--- config.mk ---
export PLATFORM = sky130hd
export DESIGN_NAME = pt_reader
export DESIGN_NICKNAME = d
export VERILOG_FILES = /design/src/rtl/pt_pkg.sv /design/src/rtl/pt_reader.sv
export SDC_FILE = /design/constraint.sdc
export NUM_CORES = 1
export LEC_CHECK = 0
export ABC_AREA = 1
export CORE_MARGIN = 1
export CORE_UTILIZATION = 49
export DETAILED_ROUTE_END_ITERATION = 6
export PLACE_DENSITY = 0.83
export SLEW_MARGIN = 20
export SYNTH_ARGS = -nofsm -noshare
export SYNTH_HDL_FRONTEND = slang
export SYNTH_SLANG_ARGS = --single-unit
--- constraint.sdc ---
create_clock -name clk -period 2.4 [get_ports clk]
set_clock_uncertainty 0.15 [all_clocks]
set_input_delay 0.36 -clock clk [delete_from_list [all_inputs] [get_ports clk]]
set_output_delay 0.36 -clock clk [all_outputs]
set_load 0.03 [all_outputs]
--- src/rtl/pt_pkg.sv ---
// pt_pkg: shared types and constants for the plaintext reader.
// Holds the FSM state enum, memory layout and printable-ASCII bounds.
package pt_pkg;

    typedef enum logic [2:0] {
        IDLE     = 3'd0,
        LEN_RD   = 3'd1,
        LEN_CAP  = 3'd2,
        BYTE_RD  = 3'd3,
        BYTE_CAP = 3'd4,
        SEND     = 3'd5
    } pt_state_e;

    localparam logic [7:0] LEN_ADDR  = 8'd0;
    localparam logic [7:0] ASCII_MIN = 8'h20;
    localparam logic [7:0] ASCII_MAX = 8'h7E;

    function automatic logic is_printable(input logic [7:0] b);
        return (b >= ASCII_MIN) && (b <= ASCII_MAX);
    endfunction

endpackage

--- src/rtl/pt_reader.sv ---
// pt_reader: streams a length-prefixed string out of a sync-read memory.
// Define PT_ASCII_CHECK_EN to abort on non-printable bytes (bad_char).
module pt_reader
    import pt_pkg::*;
(
    input  logic       clk,
    input  logic       rst,
    input  logic       en,
    output logic       rdy,
    output logic [7:0] pt_addr,
    input  logic [7:0] pt_rddata,
    output logic [7:0] out_data,
    output logic       out_valid,
    input  logic       out_ready,
    output logic       out_last,
    output logic       bad_char
);

    pt_state_e  state;
    pt_state_e  state_nx;
    logic [7:0] len;
    logic [7:0] idx;
    logic [7:0] data_q;
    logic       byte_ok;

`ifdef PT_ASCII_CHECK_EN
    logic bad_q;

    assign byte_ok  = is_printable(pt_rddata);
    assign bad_char = bad_q;

    // sticky abort flag, cleared when a new message is started
    always_ff @(posedge clk) begin
        if (rst) begin
            bad_q <= 1'b0;
        end else if (state == IDLE && en) begin
            bad_q <= 1'b0;
        end else if (state == BYTE_CAP && !byte_ok) begin
            bad_q <= 1'b1;
        end
    end
`else
    assign byte_ok  = 1'b1;
    assign bad_char = 1'b0;
`endif

    assign out_data = data_q;

    // state register
    always_ff @(posedge clk) begin
        if (rst) begin
            state <= IDLE;
        end else begin
            state <= state_nx;
        end
    end

    // next-state logic
    always_comb begin
        state_nx = state;
        unique case (state)
            IDLE: begin
                if (en) state_nx = LEN_RD;
            end
            LEN_RD: begin
                state_nx = LEN_CAP;
            end
            LEN_CAP: begin
                state_nx = (pt_rddata == 8'd0) ? IDLE : BYTE_RD;
            end
            BYTE_RD: begin
                state_nx = BYTE_CAP;
            end
            BYTE_CAP: begin
                state_nx = byte_ok ? SEND : IDLE;
            end
            SEND: begin
                if (out_ready) state_nx = (idx == len) ? IDLE : BYTE_RD;
            end
            default: begin
                state_nx = IDLE;
            end
        endcase
    end

    // length, index and output byte registers
    always_ff @(posedge clk) begin
        if (rst) begin
            len    <= 8'd0;
            idx    <= 8'd0;
            data_q <= 8'd0;
        end else begin
            case (state)
                LEN_CAP: begin
                    len <= pt_rddata;
                    idx <= 8'd1;
                end
                BYTE_CAP: begin
                    if (byte_ok) data_q <= pt_rddata;
                end
                SEND: begin
                    // idx stops at len so a 255-byte message never wraps
                    if (out_ready && idx != len) idx <= idx + 8'd1;
                end
                default: begin
                end
            endcase
        end
    end

    // Moore outputs decoded from the state
    always_comb begin
        rdy       = 1'b0;
        out_valid = 1'b0;
        out_last  = 1'b0;
        pt_addr   = LEN_ADDR;
        unique case (state)
            IDLE: begin
                rdy = 1'b1;
            end
            LEN_RD: begin
                pt_addr = LEN_ADDR;
            end
            BYTE_RD: begin
                pt_addr = idx;
            end
            SEND: begin
                out_valid = 1'b1;
                out_last  = (idx == len);
            end
            default: begin
            end
        endcase
    end

endmodule

==> results of run 1 <==
-- where the power goes --
group,internal [uW],switching [uW]
clock,63.9,142
sequential,475,20.3
combinational,84.5,134
total,623,296
-- logic make-up after synthesis --
logic type,after synthesis
XOR/XNOR,7
adder cells (fa/ha/maj),1
flip-flops,27
other,1
AO/OA/AOI/OAI,34
buffers and inverters,29
AND/OR/NAND/NOR,104
-- critical path: cells and delay by family, from the launching register on --
kind | cells | cell delay, ns
buffers and inverters | 2 | 0.78
DFF | 1 | 0.40
and+or+nand+nor | 2 | 0.22
-- cell usage after synthesis (all sizes together) --
cell type / count / share of area (%)
o21ai: 16 / 5.8
nor3b: 2 / 1.8
xnor2: 3 / 1.9
xor2: 4 / 2.5
buf: 5 / 2.0
nand4: 2 / 0.90
clkbuf: 2 / 0.54
nand2: 38 / 11
nor2: 44 / 12
a31oi: 1 / 0.45
dfxtp: 27 / 39
nor3: 4 / 2.3
nand3: 14 / 6.0
conb: 1 / 0.27
inv: 22 / 6.0
a21oi: 17 / 6.7
ha: 1 / 0.90
-- how the worst max path moves through the flow --
stage | endpoint | start | slack, ns
6_report | rdy | state[1] | 0.16
5_1_grt | out_last | idx[0] | 0.01
4_1_cts | out_valid | state[2] | 0.05
3_5_place_dp | pt_addr[1] | state[2] | 0.18
3_3_place_gp | pt_addr[4] | state[2] | 0.19
2_1_floorplan | out_last | state[2] | 0.43
-- routing by layer --
metal,GRT usage [%],wire (um),up-vias
met2,38.96,1424,41
met1,26.67,1411,587
met4,8.333,40,0
li1,-,-,711
met5,0,0,-
met3,2.459,158,5
-- sequential cells by signal, indices dropped and copies added, names as in the netlist --
| signal | cells |
|---|---|
| idx | 8 |
| len | 8 |
| out_data | 8 |
| state | 3 |
-- per-stage QoR --
step | area (um2) | utilization [%]
after floorplan | 1384 | -
after global placement | 1739 | 67.74
after detailed placement | 1739 | 67.74
after CTS | 1763 | 68.66
after global routing | 1767 | 68.81
final | 1767 | 68.81
-- area by class of cell --
cell class              count  share of cell area [%]
clock buffers               3                   1.275
clock inverters             1                  0.4249
inverters                  22                   4.674
multi-input cells         147                   41.36
flip-flops and latches     27                   30.59
well taps                  30                   2.125
repair buffers             37                   19.55
-- what timing repair did --
action / 4_1_cts / 5_1_grt
gates resized for setup: 10 / 2
gates cloned: 0 / 0
endpoints found under the setup margin: 9 / 2
==> flow_summary.yaml, run 1 <==
floorplanning:
  rows: 18
  die_h_um: 55.14
  die_w_um: 55.14
  design.die.area_mm2: 0.003040
  initial_core_util_pct: 53.90
  fp.coreArea_mm2: 0.002567
  ioPinCount: 32
sta:
  maxSlewViolCount: 0
  rsz0062_at_grt: "no"
  hold_violations: 0
  hold_ws_ns: 0.3363
  finalCritPeriodShare_pct: 93.41
  fmax_mhz: 446.0
  setup_tns_ns: 0
  fin_ws_ns: 0.1581
  period_needed_ns: 2.242
  setup_viol: 0
synth:
  synth_xor_area_share_pct: 4.430
  synth_cells: 203
  yosysUniqueCellTypes: 24
  synth_top_family_by_area: "simple AND/OR/NAND/NOR gates"
  synth.area.mux_share_pct: 0
  syn_area_mm2: 0.001384
  syn_nets: 216
  synth_compound_area_share_pct: 12.93
  synth_area_per_cell_um2: 6.817
  yosysWarnings: 0
  yosys.area_share.simple_pct: 33.91
  ys_ff_latch: 27
  seq_area_frac_synth_pct: 39.06
  synth_fa_ha_area_share_pct: 0.9042
detailed_routing:
  via_count: 1344
  drt-initial-drc-count: 41
  via_per_inst: 5.034
  drc_errors: 0
  finalWirelength_um: 3035
  wl_per_cell_um: 11.37
  drt_pre_antenna_iters: 4
  ant_nets: 0
setup_path:
  critical_path_class: "reg -> out"
  r2r_start: "idx[1]"
  arrival_ns: 1.73
  reg2regPathDepth: 8
  worstPathRequired_ns: 1.89
  slowest_stage: "clkdlybuf4s50_1"
  crit_chain: "nor2_1 > inv_1 > nor2_1 > clkdlybuf4s50_1"
  cp-end-kind: "primary output"
  slowest_delay_ns: 0.70
  r2r-end: "idx[6]"
  cp_max_fo: 5
  startpoint_type: "flip-flop"
  rrSetupSlack_ns: 0.82
  path_common_cell: "nor2_1"
layout:
  antennaDiodeCount: 0
  synthToLayoutAreaGrowth_pct: 27.67
  layout.cells.non_filler: 267
  final_nets: 251
  final_common_cell: "nor2_1"
  n_fill_cell: 241
  seqCellArea_um2: 540.5
  layout-drive-gt1-share_pct: 10.55
  final_cell_mix: "44 x nor2_1, 36 x nand2_1, 27 x dfxtp_1"
  multiInputGateArea_um2: 730.7
clocking:
  postCtsSetupBuffers: 0
  tritoncts: "yes"
  clk_pin_slew_ns: 0.15
  clock_latency_ns: 0.33
  clock_sinks: 27
  holdBufCountCts: 0
  cts_root_buf: "clkbuf_4"
  clockBufferDepth: 2
  numCtsBuffers: 3
  htree_num_levels: 1
grt:
  track_usage_pct: 21.86
  grt_start_max_net_pins: 17
  antenna_found_initial: 0
  grt_first_pass_wirelength_um: 4671
  grt_pass1_vias: 1137
  gr-total-overflow: 0
pwr:
  p_leak_uw: 0.0007270
  report.power.total_uw: 919.4
  vdd_drop_max_mv: 0.4132
  power_density_mw_per_mm2: 520.4
placed_design:
  place.detailed.hpwl_um: 2281
  gp_congestion: 0.7790
  dp_cells: 263
  pre_cts_slack_ns: 0.1826
  portBuffers: 30
worst_hold_path:
  min_to: "len[3]"
  min_from: "len[3]"
  min_path_type: "reg -> reg"
  min_path_cells: 2
job:
  cap_violations: 0
outcome:
  status: "finished clean"
(Power assumes the default switching activity.)
==> run 2: changes to the inputs <==
- SLEW_MARGIN: 20 -> unset
- TNS_END_PERCENT: unset -> 1
==> results of run 2 <==
Final layout, timing and power as in run 1 (identical DEF).
==> run 3: changes to the inputs <==
- CORE_MARGIN: 1 -> 2
==> flow_summary.yaml, run 3 (synthesized netlist as in run 1, its figures left out) <==
detailed_routing:
  wl_per_cell_um: 11.40
  via_per_inst: 5.142
  ant_nets: 0
  drc_errors: 0
  finalWirelength_um: 3055
  drt-initial-drc-count: 34
  via_count: 1378
  drt_pre_antenna_iters: 4
job:
  cap_violations: 0
sta:
  fmax_mhz: 445.4
  worstMarginPinSlew_ns: 0.5578
  hold_violations: 0
  slew_headroom_pct: 62.67
  setup_tns_ns: 0
  finalCritPeriodShare_pct: 93.55
  setup_viol: 0
  rsz0062_at_grt: "no"
  period_needed_ns: 2.245
  maxSlewViolCount: 0
pwr:
  pwr-share-comb_pct: 23.7
  vdd_drop_max_mv: 0.4262
  p_clk_share_pct: 21.7
  swShare_pct: 31.20
  p_leak_uw: 0.0007440
  seq_power_share_pct: 54.6
  power.switching_uw: 282.5
  power.internal_uw: 622.8
  power_density_mw_per_mm2: 513.9
layout:
  layout-drive-gt1-share_pct: 9.705
  final_common_cell: "nor2_1"
  n_fill_cell: 262
  final_cell_mix: "44 x nor2_1, 36 x nand2_1, 27 x dfxtp_1"
  synthToLayoutAreaGrowth_pct: 27.31
  fin_area_mm2: 0.001762
  final_nets: 251
  antennaDiodeCount: 0
clocking:
  clockBufferDepth: 2
  tritoncts: "yes"
  clock_latency_ns: 0.32
  clock_sinks: 27
  numCtsBuffers: 3
  clk_pin_slew_ns: 0.14
  htree_num_levels: 1
  cts_root_buf: "clkbuf_4"
  postCtsSetupBuffers: 0
setup_path:
  arrival_ns: 1.74
  reg2regPathDepth: 5
  cp_max_fo: 5
  critical_path_class: "reg -> out"
  r2r-end: "state[2]"
  crit_family: "simple AND/OR/NAND/NOR gates"
  rrSetupSlack_ns: 0.77
  slowest_delay_ns: 0.47
  crit_chain: "nand2_1 > nand2_1 > nand2_1 > nor2_1 > nand2_2 > nor2_1 > dlygate4sd2_1"
  path_common_cell: "nand2_1"
  critical_path_buf_inv_count: 1
  startpoint_type: "flip-flop"
  r2r_start: "state[1]"
  cp-end-kind: "primary output"
  slowest_stage: "dfxtp_1"
  worstPathRequired_ns: 1.89
floorplanning:
  die_h_um: 57.14
  rows: 19
  ioPinCount: 32
  die_w_um: 57.14
  design.die.area_mm2: 0.003265
  fp.coreArea_mm2: 0.002710
  initial_core_util_pct: 51.06
grt:
  grt_start_max_net_pins: 17
  antenna_found_initial: 0
  gr-total-overflow: 0
  grt_first_pass_wirelength_um: 5154
  track_usage_pct: 19.76
  grt_pass1_vias: 1234
placed_design:
  place_area_mm2: 0.001740
  portBuffers: 30
  place.detailed.hpwl_um: 2380
  gp_congestion: 0.8397
worst_hold_path:
  min_to: "len[6]"
  min_from: "len[6]"
  min_path_type: "reg -> reg"
  min_path_cells: 2
outcome:
  status: "finished clean"
==> run 3: tightest hold or removal path: cells and delay by family (launching register included) <==
family / cells / cell delay, ns
buffers and inverters: 1 / 0.07
flip-flops: 1 / 0.34
AO/OA/AOI/OAI: 1 / 0.06
==> run 3: layout make-up <==
| type | instances | area [um2] | area share [%] |
|---|---|---|---|
| Tap cell | 31 | 38.79 | 2.202 |
| Sequential cell | 27 | 540.5 | 30.68 |
| Inverter | 22 | 82.58 | 4.687 |
| Timing Repair Buffer | 37 | 347.8 | 19.74 |
| Multi-Input combinational cell | 147 | 725.7 | 41.19 |
| Clock buffer | 4 | 26.28 | 1.491 |
==> run 3: worst max path at each step <==
stage / to / from / cells past startpoint
CTS: pt_addr[2] / state[2] / 5
global route: out_last / idx[5] / 7
global placement: out_last / idx[6] / 7
floorplan: out_last / state[2] / 4
detailed placement: out_last / idx[6] / 7
finish: out_last / idx[6] / 7
==> run 3: power groups by stage <==
stage                     clock network [uW]  registers (uW)  logic [uW]
after CTS                                200             494         216
after floorplan                            0             510         136
after global placement                     0             503         213
after global routing                     219             498         236
after detailed placement                   0             504         215
final                                    197             494         214
==> run 3: per-layer routing <==
layer  wire length (um)  track usage [%]
met1               1392            24.96
met2               1471            34.15
met3                122            2.041
met4                 68            8.638
met5                  0                0
==> run 3: per-stage QoR <==
step	hold slack, ns	utilization (%)	power [uW]	setup slack [ns]	std cells
after floorplan	0.2791	-	645.6	0.4341	203
final	0.3372	65.00	905.3	0.1547	268
after CTS	0.3385	64.82	909.6	0.002519	268
after global routing	0.3730	65.00	953.5	0.05072	268
after global placement	0.3070	64.22	715.7	0.2697	264
after detailed placement	0.3185	64.22	718.5	0.2330	264
==> run 3: what timing repair did <==
| item | 4_1_cts | 5_1_grt |
|---|---|---|
| endpoints found under the setup margin | 8 | 2 |
| hold buffers | 0 | 0 |
| resized for setup | 8 | 2 |
==> RTL edit 1: new RTL, settings of run 1 <==
Encoding of `pt_state_e`: now Gray code (3 bits for 6 states).
--- a/src/rtl/pt_pkg.sv
+++ b/src/rtl/pt_pkg.sv
@@ -3,12 +3,12 @@
 package pt_pkg;
 
     typedef enum logic [2:0] {
-        IDLE     = 3'd0,
-        LEN_RD   = 3'd1,
-        LEN_CAP  = 3'd2,
-        BYTE_RD  = 3'd3,
-        BYTE_CAP = 3'd4,
-        SEND     = 3'd5
+        IDLE     = 3'b000,
+        LEN_RD   = 3'b001,
+        LEN_CAP  = 3'b011,
+        BYTE_RD  = 3'b010,
+        BYTE_CAP = 3'b110,
+        SEND     = 3'b111
     } pt_state_e;
 
     localparam logic [7:0] LEN_ADDR  = 8'd0;
Function: no difference found for any inputs over 10 cycles, from zero or initial values and one cycle with rst high; not proved beyond that.
==> RTL edit 1 against run 1 <==
- via count rose by 3.0%
- synthesized area up 1.2%
- routed wire length rose by 1.9%
- sequential cell count stayed put
- worst setup slack got worse by 0.036 ns
- final area decreased by 1.3%
- power shrank 0.90%
- combinational power decreased by 7%
- register-to-register slack worse by 0.09 ns
- largest power group unchanged
==> RTL edit 1: results (changes against run 1) <==
placed_area_sq_um: 1730  # was 1740 sq um
ys.warnings.count: 0  # unchanged
holdCritStartpoint: "len[5]"  # was len[3]
synth_top_cells_by_area: "dfxtp_1 39%, nor2_1 13%, nand2_1 9.1%"  # was dfxtp_1 39%, nor2_1 12%, nand2_1 9.8%
r2r-end: "len[5]"  # was idx[6]
grt_usage: 0.211  # was 0.219
whs_ns: 0.332  # was 0.336 ns
cts_buffer_depth: 2  # unchanged
dp_hpwl_microns: 2360  # was 2280 microns
crit_end: "pt_addr[3]"  # was rdy
timing.rr.start: "state[0]"  # was idx[1]
dp_slack_ns: 0.195  # was 0.183 ns
drtIter0Drc: 49  # was 41
clk_latency_ns: 0.33  # about the same
drive_gt1_frac: 0.0894  # was 0.105
drt-total-wl_microns: 3090  # was 3040 microns
hp-class: "reg -> reg"  # unchanged
worst_pin_slew_ns: 0.616
synth_top_flop_cell: "dfxtp_1"  # unchanged
synth_nets: 218  # was 216
gp_congestion: 0.834  # was 0.779
rr_worst_depth: 5  # was 8
grt_pass1_vias: 1266  # was 1,137
p_sw_uw: 295  # was 296 uW
grt.met1_usage: 0.264  # was 0.267
netlist_top_cells_count: "49 x nor2_1, 34 x nand2_1, 27 x dfxtp_1, 17 x o21ai_0"  # was 44 x nor2_1, 36 x nand2_1, 27 x dfxtp_1, 17 x inv_1, 16 x o21ai_0
synth_compound_area_frac: 0.122  # was 0.129
holdPathStages: 2  # unchanged
period_minus_slack_ns: 2.28  # was 2.24 ns
synthDistinctLibCells: 27  # was 24
cts-root-buf: "clkbuf_4"  # unchanged
avgRoutedWirePerCell_microns: 11.6  # was 11.4 microns
wl_met2_microns: 1460  # was 1420 microns
fin_nets: 249  # was 251
slowest_delay_ns: 0.42  # was 0.70 ns
met3_length_microns: 150  # was 158 microns
dpl.cell_count: 262  # was 263
nFillCells: 246  # was 241
gr-usage-met2: 0.367  # was 0.390
grt_max_degree: 21  # was 17
peakVddDrop_mv: 0.578  # was 0.413 mV
seqCellArea_sq_um: 541  # unchanged
min_to: "len[5]"  # was len[3]
synth_xor_area_frac: 0.0500  # was 0.0443
path_max_fanout: 8  # was 5
avgSynthCellArea_sq_um: 6.83  # was 6.82 sq um
yosysSeqAreaShare: 0.386  # was 0.391
hold_viol_final: 0  # unchanged
grt_pass1_wl_microns: 5260  # was 4670 microns
wl_met1_microns: 1420  # was 1410 microns
rrSetupSlack_ns: 0.73  # was 0.82 ns
p_leak_nw: 0.735  # was 0.727 nW
synth_fa_ha_area_frac: 0.00894  # was 0.00904
status: "finished, final reports clean"  # unchanged
vias: 1384  # was 1,344
grt_use_met3: 0.0492  # was 0.0246
crit_slowest_cell: "dfxtp_1"  # was clkdlybuf4s50_1
crit_arrival_ns: 1.77  # was 1.73 ns
cts_resized: 9  # was 10
[RTL edit 1: cell families (layout without fill, tap and decap cells)]
logic type      count (synthesis)  count (layout)
simple gates                  107             107
compound gates                 34              34
flops                          27              27
buf+inv                        27              57
xor+xnor                        8               8
fa+ha+maj                       1               1
other cells                     1               1
[RTL edit 1: power groups by stage]
stage / sequential, mW / clock [mW] / combinational, mW
floorplan: 0.501 / 0 / 0.139
global placement: 0.501 / 0 / 0.199
detailed placement: 0.501 / 0 / 0.202
CTS: 0.492 / 0.221 / 0.203
global route: 0.495 / 0.241 / 0.223
finish: 0.491 / 0.216 / 0.203
[RTL edit 1: area by class of cell]
type / count / area share
well taps: 31 / 0.0223
repair buffers: 33 / 0.176
inverters: 20 / 0.0445
clock inverters: 1 / 0.00503
flip-flops and latches: 27 / 0.310
multi-input cells: 151 / 0.429
clock buffers: 3 / 0.0129
==> RTL edit 2: new RTL, settings of run 1 <==
Made on the original files. The option `PT_ASCII_CHECK_EN` is turned on by a define.
--- a/src/rtl/pt_reader.sv
+++ b/src/rtl/pt_reader.sv
@@ -1,5 +1,7 @@
 // pt_reader: streams a length-prefixed string out of a sync-read memory.
 // Define PT_ASCII_CHECK_EN to abort on non-printable bytes (bad_char).
+`define PT_ASCII_CHECK_EN
+
 module pt_reader
     import pt_pkg::*;
 (
Formal check against the unedited RTL: not equivalent (a bounded check fails within 10 cycles, from zero or initial values and one cycle with rst high).
==> RTL edit 2 against run 1 <==
- the flow now finishes with violations (design-rule violations)
- final area grew 6.7%
- routed wire length grew 8.6%
- sequential cell count grew 1
- largest power group unchanged
- global-route usage grew 0.54 points
- worst setup slack lost 0.036 ns
- critical path type unchanged
- first-iteration DRC count grew 22%
- power grew 4.7%
- sequential power grew 2%
- count of clock-buffer cells in the layout grew 1
- synthesized area grew 8.1%
==> RTL edit 2: results (changes against run 1) <==
synth_top_flop_cell: "dfxtp_1"  # unchanged
path_max_fanout: 9  # was 5
gp_congestion: 0.807  # was 0.779
fp-row-count: 19  # was 18
drtIter0Drc: 50  # was 41
placed_area_sq_um: 1860  # was 1740 sq um
status: "finished, violations left"  # was finished, final reports clean
n_antenna_cell: 0  # unchanged
p_leak_nw: 0.780  # was 0.727 nW
whs_ns: 0.301  # was 0.336 ns
port_buffers: 31  # was 30
grt_antenna_before_repair: 0  # unchanged
slowest_delay_ns: 0.41  # was 0.70 ns
synth_top_cells_by_area: "dfxtp_1 37%, nand2_1 11%, inv_1 8.3%"  # was dfxtp_1 39%, nor2_1 12%, nand2_1 9.8%
fin_nets: 271  # was 251
fin_ws_ns: 0.122  # was 0.158 ns
netlist_top_cells_count: "42 x nand2_1, 33 x inv_1, 33 x nor2_1, 28 x dfxtp_1, 19 x a21oi_1"  # was 44 x nor2_1, 36 x nand2_1, 27 x dfxtp_1, 17 x inv_1, 16 x o21ai_0
dp_slack_ns: 0.0708  # was 0.183 ns
synth_nets: 235  # was 216
r2r-end: "len[7]"  # was idx[6]
grt_pass1_vias: 1340  # was 1,137
rrSetupSlack_ns: 0.66  # was 0.82 ns
holdPathStages: 2  # unchanged
holdCritStartpoint: "out_data[5]"  # was len[3]
timing.rr.start: "state[2]"  # was idx[1]
remaining_drc_errors: 3  # was 0
grt_pass1_wl_microns: 5750  # was 4670 microns
drt-total-wl_microns: 3300  # was 3040 microns
synthDistinctLibCells: 28  # was 24
yosysSeqAreaShare: 0.375  # was 0.391
vias: 1473  # was 1,344
dp_hpwl_microns: 2490  # was 2280 microns
drt_pass1_iterations: 7  # was 4
peakVddDrop_mv: 0.420  # was 0.413 mV
grt_usage: 0.224  # was 0.219
crit_slowest_cell: "dlygate4sd2_1"  # was clkdlybuf4s50_1
grt_max_degree: 21  # was 17
min_to: "out_data[5]"  # was len[3]
cts_buffers: 3  # unchanged
synthArstFlopShare: 0  # unchanged
cts_setup_buffers: 0  # unchanged
crit_arrival_ns: 1.77  # was 1.73 ns
clk_latency_ns: 0.33  # about the same
rr_worst_depth: 6  # was 8
drive_gt1_frac: 0.0895  # was 0.105
ys.warnings.count: 0  # unchanged
nFillCells: 252  # was 241
violations: "design-rule violations"
cts-root-buf: "clkbuf_4"  # unchanged
[RTL edit 2: changes by cell type in the layout (fill, tap and decap cells not counted), moves of 2 or more]
cell	run 1	this run
a21oi_1	15	19
buf_4	7	5
clkinv_2	0	2
inv_1	17	33
inv_2	5	1
nand2_1	36	42
nand3_1	12	14
nor2_1	44	33
nor3_1	3	6
nor3b_2	2	0
[RTL edit 2: logic make-up (layout without fill, tap and decap cells)]
logic type / count (synthesis) / in the layout / synth area share
compound gates: 39 / 39 / 0.137
xor+xnor: 7 / 7 / 0.0410
fa+ha+maj: 1 / 1 / 0.00836
buf+inv: 41 / 76 / 0.108
flops: 28 / 28 / 0.375
simple gates: 106 / 106 / 0.331
[RTL edit 2: power by group]
part | total [mW] | internal [mW] | switching (mW) | leakage, nW
logic | 0.225 | 0.0846 | 0.141 | 0.532
clock network | 0.231 | 0.0929 | 0.139 | 0.0210
registers | 0.506 | 0.489 | 0.0167 | 0.227
[RTL edit 2: metal layers]
| layer | track usage | part of all wire |
|---|---|---|
| met1 | 0.303 | 0.47 |
| met2 | 0.375 | 0.48 |
| met3 | 0.0295 | 0.041 |
| met4 | 0.0662 | 0.0091 |
| met5 | 0 | 0 |
[RTL edit 2: worst register-to-register path, delay by kind of cell (launching register included)]
kind            cells  cell delay, ns
compound gates      2            0.37
buf+inv             2            0.54
simple gates        2            0.20
flops               1            0.44
[RTL edit 2: area by class of cell]
class / instances / area, sq um / share of cell area
clock buffers: 4 / 36.3 / 0.0192
repair buffers: 36 / 338 / 0.179
multi-input cells: 153 / 774 / 0.411
flip-flops and latches: 28 / 561 / 0.297
inverters: 36 / 138 / 0.0730
well taps: 31 / 38.8 / 0.0206
[RTL edit 2: worst max-delay path by stage]
stage | startpoint | end | cells after the start
after floorplan | state[0] | state[1] | 6
after global placement | state[2] | pt_addr[7] | 6
after detailed placement | state[2] | pt_addr[1] | 6
after CTS | idx[4] | out_last | 7
after global routing | state[2] | pt_addr[1] | 6
final | state[2] | pt_addr[1] | 6
[RTL edit 2: timing repair]
item / in CTS / in global routing
endpoints found under the setup margin: 10 / 2
gates cloned: 0 / 0
gates resized for setup: 11 / 2
pin swaps: 0 / 0
endpoints found under the hold margin: 0 / 0
hold buffers: 0 / 0
[RTL edit 2: per-stage QoR]
step | instances | total power [mW]
3_3_place_gp | 284 | 0.740
6_report | 288 | 0.963
2_1_floorplan | 222 | 0.671
3_5_place_dp | 284 | 0.744
4_1_cts | 288 | 0.967
5_1_grt | 288 | 1.01
